<file path="config.mk">
export PLATFORM = sky130hd
export DESIGN_NAME = pipeline_hazard_ctrl
export DESIGN_NICKNAME = d
export VERILOG_FILES = /design/src/rtl/pipeline_hazard_ctrl.sv
export SDC_FILE = /design/constraint.sdc
export NUM_CORES = 1
export LEC_CHECK = 0
export BUFFER_PORTS_ARGS = -buffer_cell sky130_fd_sc_hd__buf_2
export CORE_ASPECT_RATIO = 0.6
export CORE_MARGIN = 2
export CORE_UTILIZATION = 39
export DETAILED_ROUTE_END_ITERATION = 10
export GPL_TIMING_DRIVEN = 0
export PLACE_DENSITY_LB_ADDON = 0.2
export SETUP_SLACK_MARGIN = 0.5
export SLEW_MARGIN = 20
export SYNTH_ARGS = -nofsm -noshare
export SYNTH_HDL_FRONTEND = slang
export SYNTH_SLANG_ARGS = --single-unit
</file>
<file path="constraint.sdc">
create_clock -name clk -period 2.1 [get_ports clk]
set_input_delay 0.42 -clock clk [delete_from_list [all_inputs] [get_ports clk]]
set_output_delay 0.42 -clock clk [all_outputs]
set_load 0.01 [all_outputs]
</file>
<file path="src/rtl/pipeline_hazard_ctrl.sv">
// Purpose: hazard/sequencing control for a 5-stage pipeline without forwarding (stall, flush, ecall halt).
// Latency: stall/flush decisions are combinational, with zero latency. is_halted rises 4 cycles after halt accept.
// Backpressure: a stall holds the PC and IF/ID and bubbles ID/EX. A drain or halt freezes the front end permanently.
//
// Ports:
//   clk, reset              core clock; asynchronous active-high reset
//   id_rs1/2, id_use_rs1/2  ID source registers and their use flags
//   id_is_ecall             ID holds ecall, which implicitly reads x17
//   id_x17_is_ten           x17 read value equals 10 (only meaningful without an x17 hazard)
//   ex/mem/wb_rd, *_reg_write  destination register and write enable per downstream stage
//   ex_redirect             EX resolved a taken branch/jump this cycle
//   pc_write, if_id_write   front-end update enables
//   if_id_flush             load a NOP into IF/ID
//   id_ex_bubble            load zeroed control into ID/EX
//   is_halted               registered, sticky until reset
//   stall_cycles, flush_count  perf counters, built only when HAZARD_PERF_EN is defined, else 0
module pipeline_hazard_ctrl (
  input  logic        clk,
  input  logic        reset,
  input  logic [4:0]  id_rs1,
  input  logic [4:0]  id_rs2,
  input  logic        id_use_rs1,
  input  logic        id_use_rs2,
  input  logic        id_is_ecall,
  input  logic        id_x17_is_ten,
  input  logic [4:0]  ex_rd,
  input  logic [4:0]  mem_rd,
  input  logic [4:0]  wb_rd,
  input  logic        ex_reg_write,
  input  logic        mem_reg_write,
  input  logic        wb_reg_write,
  input  logic        ex_redirect,
  output logic        pc_write,
  output logic        if_id_write,
  output logic        if_id_flush,
  output logic        id_ex_bubble,
  output logic        is_halted,
  output logic [31:0] stall_cycles,
  output logic [31:0] flush_count
);

  typedef enum logic [1:0] {
    RUN    = 2'd0,
    DRAIN  = 2'd1,
    HALTED = 2'd2
  } state_t;

  state_t     state_q, state_d;
  logic [1:0] dcnt_q, dcnt_d;
  logic       is_halted_q, is_halted_d;

  logic hz_ex, hz_mem, hz_wb, raw, halt_req;

  // The register file has no write-through, so a WB-stage writer is still a hazard.
  // An ecall reads x17 implicitly, whatever its use flags say.
  assign hz_ex  = ex_reg_write && (ex_rd != 5'd0) &&
                  ((id_use_rs1 && (id_rs1 == ex_rd)) ||
                   (id_use_rs2 && (id_rs2 == ex_rd)) ||
                   (id_is_ecall && (ex_rd == 5'd17)));
  assign hz_mem = mem_reg_write && (mem_rd != 5'd0) &&
                  ((id_use_rs1 && (id_rs1 == mem_rd)) ||
                   (id_use_rs2 && (id_rs2 == mem_rd)) ||
                   (id_is_ecall && (mem_rd == 5'd17)));
  assign hz_wb  = wb_reg_write && (wb_rd != 5'd0) &&
                  ((id_use_rs1 && (id_rs1 == wb_rd)) ||
                   (id_use_rs2 && (id_rs2 == wb_rd)) ||
                   (id_is_ecall && (wb_rd == 5'd17)));
  assign raw      = hz_ex || hz_mem || hz_wb;
  assign halt_req = id_is_ecall && id_x17_is_ten;

  always_comb begin
    state_d      = state_q;
    dcnt_d       = dcnt_q;
    is_halted_d  = is_halted_q;
    pc_write     = 1'b0;
    if_id_write  = 1'b0;
    if_id_flush  = 1'b0;
    id_ex_bubble = 1'b1;
    case (state_q)
      RUN: begin
        if (ex_redirect) begin
          // The instruction in ID is wrong-path, so any hazard it has does not matter.
          pc_write    = 1'b1;
          if_id_write = 1'b1;
          if_id_flush = 1'b1;
        end else if (raw) begin
          // Defaults already hold the front end and bubble ID/EX.
        end else if (halt_req) begin
          // The ecall is swallowed. Three drain cycles let the instruction in EX retire.
          state_d = DRAIN;
          dcnt_d  = 2'd3;
        end else begin
          pc_write     = 1'b1;
          if_id_write  = 1'b1;
          id_ex_bubble = 1'b0;
        end
      end
      DRAIN: begin
        // A redirect here is ignored: every older instruction has already been resolved.
        dcnt_d = dcnt_q - 2'd1;
        if (dcnt_q == 2'd1) begin
          state_d     = HALTED;
          is_halted_d = 1'b1;
        end
      end
      HALTED: begin
        is_halted_d = 1'b1;
      end
      default: begin
        state_d = RUN;
        dcnt_d  = 2'd0;
      end
    endcase
  end

  always_ff @(posedge clk or posedge reset) begin
    if (reset) begin
      state_q     <= RUN;
      dcnt_q      <= 2'd0;
      is_halted_q <= 1'b0;
    end else begin
      state_q     <= state_d;
      dcnt_q      <= dcnt_d;
      is_halted_q <= is_halted_d;
    end
  end

  assign is_halted = is_halted_q;

`ifdef HAZARD_PERF_EN
  logic [31:0] stall_cycles_q, stall_cycles_d;
  logic [31:0] flush_count_q, flush_count_d;
  logic        stall_take, flush_take;

  // These events are counted only in RUN, so both counters freeze once draining starts.
  assign stall_take = (state_q == RUN) && !ex_redirect && raw;
  assign flush_take = (state_q == RUN) && ex_redirect;

  always_comb begin
    stall_cycles_d = stall_cycles_q;
    flush_count_d  = flush_count_q;
    if (stall_take) stall_cycles_d = stall_cycles_q + 32'd1;
    if (flush_take) flush_count_d  = flush_count_q + 32'd1;
  end

  always_ff @(posedge clk or posedge reset) begin
    if (reset) begin
      stall_cycles_q <= 32'd0;
      flush_count_q  <= 32'd0;
    end else begin
      stall_cycles_q <= stall_cycles_d;
      flush_count_q  <= flush_count_d;
    end
  end

  assign stall_cycles = stall_cycles_q;
  assign flush_count  = flush_count_q;
`else
  assign stall_cycles = 32'd0;
  assign flush_count  = 32'd0;
`endif

endmodule

</file>
Yosys cells after proc, flatten, opt, wreduce, memory -nomap -nowiden
Cells that the tools add are included.
{"block": "word_totals", "reg_bits": 5, "input_bits": 35, "output_inout_bits": 69, "wordCells": 74}
{"block": "classes", "add_sub_neg": 1, "eq_ne": 16, "muxes": 21, "bitwise_logic": 1, "n_reduce_logical": 32}
{"operator": "5-bit equality test", "n": 6}
{"operator": "1-bit logical AND", "n": 16}
{"operator": "5-bit equality test (second input constant)", "n": 3}
{"operator": "5-bit nonzero test", "n": 3}
{"operator": "2-bit two-way mux", "n": 7}
{"operator": "2-bit case mux with 3 select lines", "n": 2}
{"operator": "1-bit two-way mux", "n": 11}
{"operator": "1-bit logical OR", "n": 8}
{"operator": "2-bit != test (second input constant)", "n": 4}
{"operator": "5-bit AND reduction", "n": 1}
{"operator": "2-bit by 1-bit equality test with 1-bit output (second input constant)", "n": 2}
{"operator": "4-bit AND reduction", "n": 1}
{"operator": "2-bit equality test (second input constant)", "n": 1}
{"operator": "2-bit zero test", "n": 1}
{"operator": "1-bit case mux with 2 select lines", "n": 1}
{"operator": "2-bit AND reduction", "n": 1}
{"operator": "2-bit nonzero test", "n": 1}
{"operator": "2-bit by 1-bit subtractor with 2-bit output (second input constant)", "n": 1}
{"operator": "1-bit inverter", "n": 1}

Longest topological paths before layout
Gate-level depths: netlist of the first run.
{"block": "logic_depth", "depth_word": 10, "mapped_depth": 7, "mapped_depth_nobuf": 6}

Worst setup path before layout of the first run
Ideal clock, no wire load.
{"block": "synth_timing", "kind": "input port to output port", "start": "input port wb_rd[1]", "end": "output port pc_write", "t_arrival_ns": 1.611, "t_required_ns": 1.680, "path_slack_ns": 0.069, "path_stages": 5, "path_buffers": 1, "cell_sequence": "or3_1 -> o31ai_1 -> o21ai_2 -> o21bai_1 -> buf_4"}
{"block": "synth_between", "elab_chain_cells": 9, "word_cells_on_any_way": 15, "classes_between": "eq/ne: 3; mux: 3; reduce/logical: 9"}
{"element": "from (decl)", "line": "28", "source": "input logic [4:0] wb_rd,"}
{"element": "5-bit equality test (on tied branches)", "line": "65, 66"}
{"element": "1-bit logical AND (on tied branches)", "line": "65, 66"}
{"element": "1-bit logical OR", "line": "65", "source": "((id_use_rs1 && (id_rs1 == wb_rd)) ||"}
{"element": "1-bit logical OR", "line": "66", "source": "(id_use_rs2 && (id_rs2 == wb_rd)) ||"}
{"element": "1-bit logical AND (*)", "line": "64", "source": "assign hz_wb = wb_reg_write && (wb_rd != 5'd0) &&"}
{"element": "1-bit logical OR (*)", "line": "68", "source": "assign raw = hz_ex || hz_mem || hz_wb;"}
{"element": "1-bit two-way mux (*) (3 in a row)"}
{"element": "to (decl)", "line": "33", "source": "output logic pc_write,"}
Every way passes the cells marked *; elsewhere a longest branch is shown, timed or not.

Worst setup path in the final report of the first run
{"block": "layout_timing", "start": "input port mem_rd[0]", "end": "output port id_ex_bubble"}
{"block": "layout_between", "elab_chain_cells": 10, "word_cells_on_any_way": 16, "classes_between": "eq/ne: 3; mux: 3; reduce/logical: 10"}
{"element": "from (decl)", "line": "27", "source": "input logic [4:0] mem_rd,"}
{"element": "5-bit equality test (on tied branches)", "line": "61, 62"}
{"element": "1-bit logical AND (on tied branches)", "line": "61, 62"}
{"element": "1-bit logical OR", "line": "61", "source": "((id_use_rs1 && (id_rs1 == mem_rd)) ||"}
{"element": "1-bit logical OR", "line": "62", "source": "(id_use_rs2 && (id_rs2 == mem_rd)) ||"}
{"element": "1-bit logical AND (*)", "line": "60", "source": "assign hz_mem = mem_reg_write && (mem_rd != 5'd0) &&"}
{"element": "1-bit logical OR (*) (2 in a row)", "line": "68"}
{"element": "1-bit two-way mux (*)", "line": "86", "source": "end else if (raw) begin"}
{"element": "1-bit two-way mux (*)", "line": "81", "source": "if (ex_redirect) begin"}
{"element": "1-bit two-way mux (*)", "line": "79", "source": "case (state_q)"}
{"element": "to (decl)", "line": "36", "source": "output logic id_ex_bubble,"}
Marks and branches as above.

==> results of run 1 <==
==> logic make-up after synthesis <==
| group | share of synthesized area, % |
|---|---|
| and+or+nand+nor | 14.82 |
| xor gates and xnor gates | 21.76 |
| adders and majority gates | 1.036 |
| buffers and inverters | 41.66 |
| AOI/OAI and AO/OA | 10.05 |
| other | 0.3106 |
| DFF | 10.36 |
==> registers in the layout, summed over array words and instances (netlist names) <==
register	flops
dcnt_q	2
state_q	2
is_halted	1
==> what timing repair did <==
item                       CTS  global route
setup endpoints to repair    5             7
pin swaps                   16             5
setup buffers                2             1
gates resized for setup     29             4
==> metal layers <==
layer | share of wire, % | vias up | track usage [%]
met4 | 0 | 0 | 1.053
met2 | 46 | 64 | 27.24
met3 | 12 | 0 | 3.433
li1 | - | 599 | -
met5 | 0 | - | 0
met1 | 42 | 457 | 21.38
==> stage by stage <==
stage / hold WS [ps] / setup slack, ps
2_1_floorplan: 198.5 / 152.9
3_3_place_gp: 323.8 / -223.5
3_5_place_dp: 328.9 / -231.7
4_1_cts: 92.79 / -158.0
5_1_grt: 98.22 / -206.5
6_report: 88.68 / -149.1
==> synthesized netlist by cell type, drive strengths merged <==
cell type   n
o2bb2ai     1
o31ai       2
buf        65
o211a       1
a21o        1
xnor2       6
o21bai      1
nor2b       1
xor2       24
nand2       5
nor3        2
a22oi       1
o2111ai     1
a21oi       1
o311ai      1
o21ai       3
inv         4
nor4        6
a31oi       1
and2        1
conb        1
or3         3
nand3       6
and3        2
nor2        5
ha          1
dfrtp       5
or2         1
and4        1
==> power by group <==
group	leakage (nW)	switching (mW)	total (mW)	internal (mW)
clock network	0.0228	0.0476	0.178	0.130
registers	0.0557	0.0399	0.174	0.134
logic	0.987	0.248	0.520	0.272
==> critical path: stages <==
cell,delay [ps]
buf_6,100
xor2_1,150
nor4_1,70
and3_1,170
o311ai_4,310
o21ai_2,110
or3_4,380
buf_6,130
==> how the worst max path moves through the flow <==
stage	start	end	slack [ps]	cells after the start
5_1_grt	ex_rd[1]	id_ex_bubble	-210	7
6_report	mem_rd[0]	id_ex_bubble	-150	8
3_3_place_gp	ex_rd[1]	id_ex_bubble	-220	7
4_1_cts	mem_rd[3]	id_ex_bubble	-160	8
2_1_floorplan	ex_rd[1]	id_ex_bubble	150	5
3_5_place_dp	id_rs2[0]	id_ex_bubble	-230	8
==> area by class of cell <==
cell class / count / area (µm²)
fillers: 263 / 1017
multi-input cells: 142 / 855.8
plain buffers: 65 / 488.0
repair buffers: 42 / 309.0
flip-flops and latches: 5 / 126.4
well taps: 42 / 52.55
clock buffers: 4 / 45.04
inverters: 4 / 15.01
==> out/qor.yml, run 1 <==
numCtsBuffers: 3
syn_avg_cell_area_um2: 7.892
die_y_um: 47.10
rr_endpoint: "is_halted"
final_cell_area_mm2: 0.001892
dr_total_vias: 1120
syn2layout_area_growth_pct: 56.68
ioPinCount: 104
finalCritPeriodShare_pct: 107.1
synth_area_leader_cell: "buf_4"
arrival_ps: 1830
nets: 299
numClockSinks: 5
grt_pass1_wl_um: 4133
coreArea_mm2: 0.002909
layout_commonest_cell: "buf_4"
gr-total-overflow: 0
final_cell_mix: "buf_4 (69), conb_1 (64), buf_2 (25), xor2_1 (24), buf_6 (11)"
timing.fmax_mhz: 444.6
crit_type: "input pin to primary output"
p_per_area_mw_per_mm2: 461.1
finalSetupViolCount: 3
fp.dieW_um: 75.83
synth_area_leaders: "buf_4 (40%), xor2_1 (17%), dfrtp_1 (10%)"
fin_crit_ps: 2249
antenna_found_initial: 0
reg2reg_depth: 4
drv_slew: 0
routabilityCongestion: 0.8139
clock_skew_ps: 1.741
leakagePower_nw: 1.066
grt_max_degree: 9
r2r-start: "dcnt_q[0]"
clk_latency_ps: 220
start_util_pct: 41.51
place_area_mm2: 0.001710
row_count: 15
required_ps: 1680
cap_violations: 0
final_util_pct: 65.03
cts_root_buffer: "clkbuf_8"
setup_slack_ps: -149.1
drt_pass1_iterations: 4
synth_cells: 153
drc: 0
clk_path_buf_depth: 2
dieArea_mm2: 0.003572
reg2reg_slack_ps: 920
yosysWarnings: 0
track_usage_pct: 15.75
ys_ff_latch: 5
clk_pin_slew_ps: 30
wl_per_cell_um: 9.329
hold_class: "input pin to async pin"
synthDistinctLibCells: 31
status: "finished, violations left"
final_cells: 304
cp-start-kind: "input pin"
fin_setup_tns_ps: -231.1
cts_max_level: 1
routed_wirelength_um: 2836
cts_hold_buf: 0
layout-drive-gt1-share_pct: 46.56
dp_hpwl_um: 2553
portBuffers: 39
cts_tree: "done"
finalPower_mw: 0.8722
finalHoldViolations: 0
post-place-cells: 297
rsz0062_at_grt: "yes"
worstPathMaxFanout: 4
grt_pass1_vias: 918
seq_area_frac_synth_pct: 10.36
cp-end-kind: "primary output"
viasPerCell: 3.684
synth_area_mm2: 0.001207
antenna_cells: 0
peakVddDrop_mv: 0.2454
drt_iter0_markers: 55
violations: "negative setup slack"
ant_nets: 0
yosys.area.top_type_share_pct: 40.41
Note: power is estimated with default switching activity, not from simulation.
==> run 2: changes to the inputs <==
CORE_MARGIN = 3   (was 2)
HOLD_SLACK_MARGIN = 0.1   (was not set)
==> out/qor.yml, run 2 (synthesis results as in run 1) <==
finalCritPeriodShare_pct: 107.3
rsz0062_at_grt: "yes"
status: "finished, violations left"
dr_total_vias: 1203
drt_pass1_iterations: 4
track_usage_pct: 16.97
cts_root_buffer: "clkbuf_8"
p_per_area_mw_per_mm2: 463.6
finalHoldViolations: 0
clock_skew_ps: 0.1495
antenna_found_initial: 0
die_y_um: 49.10
crit_chain: "buf_8 > xor2_2 > nor4_2 > nand3_1 > o211a_1 > o21ai_2 > buf_4 > o21bai_4 > buf_6 > buf_6"
timing.fmax_mhz: 443.7
cpMostUsedCell: "buf_6"
hold_class: "register to register"
viasPerCell: 3.906
fin_setup_tns_ps: -378.7
crit_start: "wb_rd[1]"
numCtsBuffers: 3
gr-total-overflow: 0
crit_type: "input pin to primary output"
routed_wirelength_um: 3414
row_count: 14
ant_nets: 0
hp-start: "is_halted"
ioPinCount: 104
cap_violations: 0
leakagePower_nw: 1.119
final_cell_mix: "buf_4 (73), conb_1 (64), xor2_1 (20), buf_6 (19), buf_2 (18)"
arrival_ps: 1830
finalSetupViolCount: 3
cp_slowest_cell: "nor4_2"
reg2reg_slack_ps: 880
clk_latency_ps: 220
fp.dieW_um: 77.83
cts_tree: "done"
numClockSinks: 5
slowest_delay_ps: 290
finalPower_mw: 0.9426
routabilityCongestion: 0.8131
r2r-start: "dcnt_q[0]"
layout-drive-gt1-share_pct: 49.25
grt_pass1_wl_um: 5285
worstPathMaxFanout: 3
cp-start-kind: "input pin"
portBuffers: 39
cts_max_level: 1
nets: 305
fin_crit_ps: 2254
antenna_cells: 0
clk_path_buf_depth: 2
start_util_pct: 44.47
peakVddDrop_mv: 0.2191
drc: 0
grt_pass1_vias: 1149
violations: "negative setup slack"
coreArea_mm2: 0.002715
setup_slack_ps: -153.8
dp_hpwl_um: 2747
dieArea_mm2: 0.003821
required_ps: 1680
layout_commonest_cell: "buf_4"
grt_max_degree: 9
drv_slew: 0
drt_iter0_markers: 50
clk_pin_slew_ps: 40
wl_per_cell_um: 11.08
cp-end-kind: "primary output"
syn2layout_area_growth_pct: 68.39
run 2: metal layers:
| metal | track usage (%) | up-vias | share of wire (%) |
|---|---|---|---|
| met2 | 26.85 | 85 | 45 |
| met4 | 5.325 | 0 | 1.3 |
| met3 | 5.166 | 6 | 15 |
| li1 | - | 606 | - |
| met5 | 0 | - | 0 |
| met1 | 21.98 | 506 | 38 |
run 2: metrics by stage:
stage	utilization (%)	hold slack [ps]	worst slack [ps]	cell area, µm²	cells
6_report	74.88	473.3	-153.8	2033	308
5_1_grt	74.88	485.4	-229.6	2033	308
4_1_cts	70.55	469.7	-152.6	1916	304
3_5_place_dp	62.90	321.1	-220.9	1708	295
3_3_place_gp	62.90	317.8	-217.1	1708	295
2_1_floorplan	-	198.5	152.9	1463	216
run 2: where the power goes:
group / internal (mW) / switching, mW / total (mW)
logic: 0.319 / 0.269 / 0.588
registers: 0.132 / 0.0399 / 0.172
clock network: 0.131 / 0.0517 / 0.182
total: 0.582 / 0.361 / 0.943
run 2: final cells by class:
type | instances | area, µm²
well taps | 40 | 50.05
flip-flops and latches | 5 | 125.1
fillers | 198 | 681.9
multi-input cells | 142 | 905.9
repair buffers | 48 | 400.4
plain buffers | 65 | 491.7
inverters | 4 | 15.01
clock buffers | 4 | 45.04
run 2: final timing paths:
kind	endpoint	depth (start not counted)
min in group asynchronous	is_halted	3
worst min register to register	is_halted	1
max in group asynchronous	dcnt_q[1]	3
worst max-delay path	pc_write	10
worst max register to register	is_halted	4
worst min-delay path	is_halted	1
run 2: what timing repair did:
| item | CTS | global route |
|---|---|---|
| setup buffers | 4 | 4 |
| hold buffers | 1 | 0 |
| endpoints found under the hold margin | 5 | 0 |
| resized for setup | 34 | 20 |
| pin swaps | 22 | 12 |
| gates cloned | 0 | 0 |
| setup endpoints to repair | 6 | 7 |
run 2: critical path: cells and delay by family:
| family | cells | cell delay, ps |
|---|---|---|
| buf+inv | 4 | 460 |
| simple gates | 2 | 410 |
| compound gates | 3 | 370 |
| xor+xnor | 1 | 160 |
